==> src/rtl/alu_pkg.sv <==
// Shared opcode/state types for the ALU with iterative multiply/divide engine.
package alu_pkg;

  typedef enum logic [3:0] {
    OP_AND   = 4'b0000,
    OP_OR    = 4'b0001,
    OP_ADD   = 4'b0010,
    OP_SLT   = 4'b0101,
    OP_SUB   = 4'b0110,
    OP_SLTU  = 4'b0111,
    OP_MULT  = 4'b1000,
    OP_MULTU = 4'b1001,
    OP_DIV   = 4'b1010,
    OP_DIVU  = 4'b1011,
    OP_MFHI  = 4'b1100,
    OP_MFLO  = 4'b1101,
    OP_MTHI  = 4'b1110,
    OP_MTLO  = 4'b1111
  } alu_op_e;

  typedef enum logic [1:0] {
    IDLE = 2'd0,
    CALC = 2'd1,
    FIX  = 2'd2
  } md_state_e;

  function automatic logic is_muldiv(input alu_op_e op);
    return op[3:2] == 2'b10;
  endfunction

endpackage

==> src/rtl/muldiv_seq.sv <==
// Iterative multiply/divide engine: magnitude shift-add / restoring divide,
// sign fix-up in a final cycle, and the architectural HI/LO registers.
module muldiv_seq
  import alu_pkg::*;
#(
  parameter int WIDTH = 32
) (
  input  logic             clk,
  input  logic             i_rst,
  input  logic             i_start,
  input  logic [3:0]       i_op,
  input  logic [WIDTH-1:0] i_a,
  input  logic [WIDTH-1:0] i_b,
  input  logic             i_mthi,
  input  logic             i_mtlo,
  output logic             o_busy,
  output logic             o_done,
  output logic [WIDTH-1:0] o_hi,
  output logic [WIDTH-1:0] o_lo
);
  localparam int CW = $clog2(WIDTH);

  md_state_e        r_state;
  logic [CW-1:0]    r_cnt;
  logic [WIDTH-1:0] r_rem;
  logic [WIDTH-1:0] r_q;
  logic [WIDTH-1:0] r_b;
  logic             r_div;
  logic             r_neg_q;
  logic             r_neg_r;
  logic             r_div0;
  logic             r_done;
  logic [WIDTH-1:0] r_hi;
  logic [WIDTH-1:0] r_lo;

  logic             w_signed;
  logic [WIDTH-1:0] w_abs_a;
  logic [WIDTH-1:0] w_abs_b;
  logic [WIDTH:0]   w_add;
  logic [WIDTH:0]   w_shift;
  logic [WIDTH:0]   w_trial;
  logic [2*WIDTH-1:0] w_prod;
  logic [2*WIDTH-1:0] w_prod_fix;
  logic [WIDTH-1:0] w_quo_fix;
  logic [WIDTH-1:0] w_rem_fix;

  assign w_signed = ~i_op[0];
  assign w_abs_a  = (w_signed && i_a[WIDTH-1]) ? -i_a : i_a;
  assign w_abs_b  = (w_signed && i_b[WIDTH-1]) ? -i_b : i_b;

  // r_q doubles as multiplier (shifted out LSB-first) and dividend/quotient
  assign w_add   = {1'b0, r_rem} + (r_q[0] ? {1'b0, r_b} : '0);
  assign w_shift = {r_rem, r_q[WIDTH-1]};
  assign w_trial = w_shift - {1'b0, r_b};

  assign w_prod     = {r_rem, r_q};
  assign w_prod_fix = r_neg_q ? -w_prod : w_prod;
  // Divide by zero yields an all-ones quotient; the remainder path already holds |SrcA|
  assign w_quo_fix  = r_div0 ? '1 : (r_neg_q ? -r_q : r_q);
  assign w_rem_fix  = r_neg_r ? -r_rem : r_rem;

  always_ff @(posedge clk or posedge i_rst) begin
    if (i_rst) begin
      r_state <= IDLE;
      r_cnt   <= '0;
      r_rem   <= '0;
      r_q     <= '0;
      r_b     <= '0;
      r_div   <= 1'b0;
      r_neg_q <= 1'b0;
      r_neg_r <= 1'b0;
      r_div0  <= 1'b0;
      r_done  <= 1'b0;
    end else begin
      r_done <= 1'b0;
      case (r_state)
        IDLE: begin
          if (i_start && is_muldiv(alu_op_e'(i_op))) begin
            r_rem   <= '0;
            r_q     <= w_abs_a;
            r_b     <= w_abs_b;
            r_div   <= i_op[1];
            r_neg_q <= w_signed & (i_a[WIDTH-1] ^ i_b[WIDTH-1]);
            r_neg_r <= w_signed & i_a[WIDTH-1];
            r_div0  <= (i_b == '0);
            r_cnt   <= CW'(WIDTH - 1);
            r_state <= CALC;
          end
        end
        CALC: begin
          if (r_div) begin
            if (!w_trial[WIDTH]) begin
              r_rem <= w_trial[WIDTH-1:0];
              r_q   <= {r_q[WIDTH-2:0], 1'b1};
            end else begin
              r_rem <= w_shift[WIDTH-1:0];
              r_q   <= {r_q[WIDTH-2:0], 1'b0};
            end
          end else begin
            r_rem <= w_add[WIDTH:1];
            r_q   <= {w_add[0], r_q[WIDTH-1:1]};
          end
          r_cnt <= r_cnt - CW'(1);
          if (r_cnt == '0) r_state <= FIX;
        end
        FIX: begin
          r_done  <= 1'b1;
          r_state <= IDLE;
        end
        default: r_state <= IDLE;
      endcase
    end
  end

  // The engine's result write wins over MTHI/MTLO on the same edge
  always_ff @(posedge clk or posedge i_rst) begin
    if (i_rst) begin
      r_hi <= '0;
      r_lo <= '0;
    end else if (r_state == FIX) begin
      r_hi <= r_div ? w_rem_fix : w_prod_fix[2*WIDTH-1:WIDTH];
      r_lo <= r_div ? w_quo_fix : w_prod_fix[WIDTH-1:0];
    end else if (i_mthi) begin
      r_hi <= i_a;
    end else if (i_mtlo) begin
      r_lo <= i_a;
    end
  end

  assign o_busy = (r_state != IDLE);
  assign o_done = r_done;
  assign o_hi   = r_hi;
  assign o_lo   = r_lo;

endmodule

==> src/rtl/alu_muldiv.sv <==
// Execute-stage ALU: combinational ADD/SUB/logic/compare datapath, HI/LO moves,
// and the multi-cycle multiply/divide engine.
module alu_muldiv
  import alu_pkg::*;
#(
  parameter int WIDTH  = 32,
  parameter int CTRL_W = 4
) (
  input  logic              clk,
  input  logic              reset,
  input  logic [CTRL_W-1:0] ALUControl,
  input  logic [WIDTH-1:0]  SrcA,
  input  logic [WIDTH-1:0]  SrcB,
  input  logic              start,
  output logic [WIDTH-1:0]  ALUResult,
  output logic              Zero,
  output logic              busy,
  output logic              done,
  output logic [WIDTH-1:0]  hi,
  output logic [WIDTH-1:0]  lo
);
  alu_op_e          w_op;
  logic             w_busy;
  logic             w_mthi;
  logic             w_mtlo;
  logic [WIDTH-1:0] w_hi;
  logic [WIDTH-1:0] w_lo;
  logic [WIDTH-1:0] w_result;

  assign w_op   = alu_op_e'(ALUControl[3:0]);
  // HI/LO moves are only accepted while the engine is idle
  assign w_mthi = start && !w_busy && (w_op == OP_MTHI);
  assign w_mtlo = start && !w_busy && (w_op == OP_MTLO);

  muldiv_seq #(.WIDTH(WIDTH)) u_seq (
    .clk    (clk),
    .i_rst  (reset),
    .i_start(start),
    .i_op   (ALUControl[3:0]),
    .i_a    (SrcA),
    .i_b    (SrcB),
    .i_mthi (w_mthi),
    .i_mtlo (w_mtlo),
    .o_busy (w_busy),
    .o_done (done),
    .o_hi   (w_hi),
    .o_lo   (w_lo)
  );

  always_comb begin
    w_result = '0;
    case (w_op)
      OP_AND:  w_result = SrcA & SrcB;
      OP_OR:   w_result = SrcA | SrcB;
      OP_ADD:  w_result = SrcA + SrcB;
      OP_SUB:  w_result = SrcA - SrcB;
      OP_SLTU: w_result = WIDTH'(SrcA < SrcB);
      OP_SLT:  w_result = WIDTH'($signed(SrcA) < $signed(SrcB));
      OP_MFHI: w_result = w_hi;
      OP_MFLO: w_result = w_lo;
      default: w_result = '0;
    endcase
  end

  assign ALUResult = w_result;
  assign Zero      = ~|w_result;
  assign busy      = w_busy;
  assign hi        = w_hi;
  assign lo        = w_lo;

endmodule
==> config.mk <==
export PLATFORM = sky130hd
export DESIGN_NAME = alu_muldiv
export DESIGN_NICKNAME = d
export VERILOG_FILES = /design/src/rtl/alu_pkg.sv /design/src/rtl/muldiv_seq.sv /design/src/rtl/alu_muldiv.sv
export SDC_FILE = /design/constraint.sdc
export NUM_CORES = 1
export LEC_CHECK = 0
export CAP_MARGIN = 30
export CORE_MARGIN = 2
export CORE_UTILIZATION = 45
export CTS_BUF_LIST = sky130_fd_sc_hd__clkbuf_4 sky130_fd_sc_hd__clkbuf_8
export DETAILED_ROUTE_END_ITERATION = 8
export GPL_TIMING_DRIVEN = 0
export PLACE_DENSITY = 0.62
export SETUP_SLACK_MARGIN = 0.3
export SLEW_MARGIN = 20
export SYNTH_ARGS = -nofsm -noshare
export SYNTH_HDL_FRONTEND = slang
export SYNTH_SLANG_ARGS = --single-unit
==> constraint.sdc <==
create_clock -name clk -period 14.1 [get_ports clk]
set_input_delay 2.82 -clock clk [delete_from_list [all_inputs] [get_ports clk]]
set_output_delay 2.82 -clock clk [all_outputs]
set_load 0.02 [all_outputs]
==> results.tsv <==
stage	metric	value	unit
status	outcome	completed	
logic_synthesis	ys.flop_type	dfrtp_1	
final_layout	final_common_cell	nand2_1	
power	p_seq_share	22.9	%
timing	final.setup.tns	0	ns
timing	hold_viol_final	0	
power	pwr_density_cell	217.9	nW/um2
logic_synthesis	synth_xor_area_share	8.100	%
placement	gp_congestion	1.035	
power	finalPower	4867	uW
cts	clkLatencyLatePin	0.53	ns
logic_synthesis	seq_area_frac_synth	22.13	%
timing	worst_pin_slew	0.9665	ns
logic_synthesis	synthSimpleGateAreaFrac	19.32	%
detailed_routing	drt_wl_total	89230	um
power	netSwitchingPower	2665	uW
logic_synthesis	ys_ff_latch	172	
power	intPower	2202	uW
cts	cts_buffers	17	
final_layout	final_area	22340	um2
timing	finClkSkew	0.01888	ns
critical_path	critPathMaxFanout	10	
critical_path	critical_path_class	in -> out	
logic_synthesis	synth-edff-count	0	
logic_synthesis	synth-compound-area-share	30.46	%
logic_synthesis	async_flop_share	100.0	%
power	p_sw_share	54.76	%
logic_synthesis	synthDistinctLibCells	98	
timing	layout_setup_ws	3.201	ns
floorplanning	io_pins	170	
logic_synthesis	syn_area_per_cell	7.435	um2
cts	cts-root-buf	clkbuf_8	
logic_synthesis	synth_top_family_by_area	compound AO/OA/AOI/OAI gates	
timing	slew_violations	0	
detailed_routing	vias	21700	
critical_path	crit_path_end_kind	output port	
floorplanning	dieArea	44900	um2
floorplanning	num_rows	76	
detailed_routing	drc_errors	0	
critical_path	cp_data_arrival_time	8.08	ns
placement	hpwl	73080	um
placement	pre_cts_slack	3.300	ns
detailed_routing	firstDrtPassIters	5	
timing	relSlewSlack	34.69	%
global_routing	grt_first_pass_wirelength	131600	um
cts	clkTransAtPathRegs	0.10	ns
floorplanning	die_h	211.9	um
cts	cts_hold_buf	0	
detailed_routing	avgViaCountPerCell	6.370	
critical_path	start_kind	input port	
floorplanning	core_area	42890	um2
logic_synthesis	synth.net_count	2866	
cts	cts_tree	built	
global_routing	grt_max_degree	104	
global_routing	antenna_found_initial	3	
worst_hold_path	hp-class	reg -> reg	
cts	htreeDepth	4	
final_layout	final_cell_mix	nand2_1 (269), o21ai_0 (250), nor2_1 (218), a21oi_1 (217), ha_1 (175)	
logic_synthesis	synth_cells	2616	
cts	cts_resized	0	
timing	max_freq	91.75	MHz
timing	period_share	77.30	%
detailed_routing	ant_nets	0	
detailed_routing	first_iter_violations	2326	
job	cap_violations	0	
cts	cts.sinks	172	
floorplanning	start_util	45.35	%
final_layout	fin_nets	3057	
power	clkPwrFrac	7.8	%
cts	ctsLongestPathBuffers	2	
timing	setup_viol	0	
final_layout	area_delta_synth_final	14.85	%
power	power_frac_comb	69.2	%
detailed_routing	post_drt_wl_per_cell	26.20	um
critical_path	cp.required	11.28	ns
placement	dp_cells	3372	
cts	post_cts_buffers	0	
power	power_leakage	0.009357	uW
placement	portBuffers	168	
timing	rsz0062_at_grt	no	
logic_synthesis	synthAdderAreaFrac	11.67	%
power	ir_drop	0.0001459	V
placement	postPlaceCellArea	21920	um2
global_routing	grt_overflow	0	
final_layout	drive_gt1_share	3.511	%
logic_synthesis	syn_area	19450	um2
logic_synthesis	yosys_warnings	0	
final_layout	fin_cells	3406	
logic_synthesis	synth.area.mux_share	2.014	%
floorplanning	die_w	211.9	um
global_routing	first_global_vias	20770	
timing	min_period	10.90	ns
global_routing	grt_usage	39.25	%
## critical path, stage by stage
cell and delay [ns]:
clkdlybuf4s50_1 0.63, clkbuf_1 0.62, nor3_1 0.19, clkbuf_1 0.39
a221oi_1 0.56, o21ai_0 0.23, nor4_1 0.37, nand4bb_1 0.25
nor4_1 0.23, nand4bb_1 0.18, nor4_1 0.54, nand4_1 0.18
nor4_2 0.24, clkdlybuf4s50_1 0.63
## final cells by class
| type | instances | area, um2 |
|---|---|---|
| Antenna cell | 1 | 2.502 |
| Buffer | 156 | 623.1 |
| Clock buffer | 17 | 234.0 |
| Clock inverter | 15 | 172.7 |
| Fill cell | 4267 | 20550 |
| Inverter | 161 | 611.8 |
| Multi-Input combinational cell | 2127 | 13920 |
| Sequential cell | 172 | 4304 |
| Tap cell | 585 | 732.0 |
| Timing Repair Buffer | 172 | 1735 |
## worst paths after layout
path                               startpoint              end  slack, ns  cells past startpoint
max in group asynchronous               reset   u_seq.o_hi[22]      10.38                      3
worst min register to register  u_seq.r_b[29]    u_seq.r_b[29]       0.49                      2
worst max-delay path            ALUControl[0]             Zero       3.20                     14
worst min-delay path            u_seq.r_b[29]    u_seq.r_b[29]       0.49                      2
min in group asynchronous               reset  u_seq.r_rem[28]       2.74                      2
worst max register to register   u_seq.r_q[0]  u_seq.r_rem[28]       9.15                     15
## metal layers
metal	vias up	GRT usage [%]	wire length [um]
met3	217	4.881	7098
met4	2	19.18	4494
met2	1150	63.37	40490
li1	9869	-	-
met1	10460	51.95	37130
met5	-	0	13
## sequential cells by signal (all words and copies together), names as in the netlist
name,flops
u_seq.r_div0,1
u_seq.r_rem,32
u_seq.r_neg_r,1
u_seq.r_q,32
u_seq.r_neg_q,1
u_seq.r_cnt,5
u_seq.r_state,2
u_seq.r_b,32
u_seq.r_div,1
u_seq.o_lo,32
u_seq.o_done,1
u_seq.o_hi,32
## stage by stage
stage | hold WS, ns | util (%)
global placement | 0.4683 | 50.98
floorplan | 0.4497 | -
finish | 0.4941 | 52.09
detailed placement | 0.4773 | 51.11
global route | 0.5337 | 52.09
CTS | 0.5005 | 52.06
## kinds of logic (layout without fill, tap and decap cells)
logic type / Yosys count / in the layout
AO/OA/AOI/OAI: 926 / 926
multiplexers: 39 / 39
AND/OR/NAND/NOR: 804 / 804
other: 0 / 1
XOR/XNOR: 179 / 179
buffers and inverters: 317 / 521
flip-flops: 172 / 172
adder cells (fa/ha/maj): 179 / 179
## Yosys cell counts (32+ instances only)
cell      number  area (um2)
a211oi_1      32       240.2
a21o_1        35       262.8
a21oi_1      217        1086
clkbuf_1     124       465.5
dfrtp_1      172        4304
ha_1         175        2190
inv_1        158       593.1
mux2i_1       38       380.4
nand2_1      269        1010
nand3_1       54       270.3
nor2_1       218       818.3
nor3_1        61       305.3
o211ai_1      56       420.4
o21ai_0      250        1251
o22ai_1       32       200.2
xnor2_1      131        1147
xor2_1        47       411.6
## power groups by stage
stage | clock network [uW] | logic [uW] | registers [uW]
floorplan | 0 | 2210 | 1040
global placement | 0 | 3250 | 1100
CTS | 382 | 3310 | 1090
detailed placement | 0 | 3300 | 1100
finish | 380 | 3370 | 1120
global route | 398 | 3660 | 1130
No activity file was read; power rests on OpenSTA's default activity.
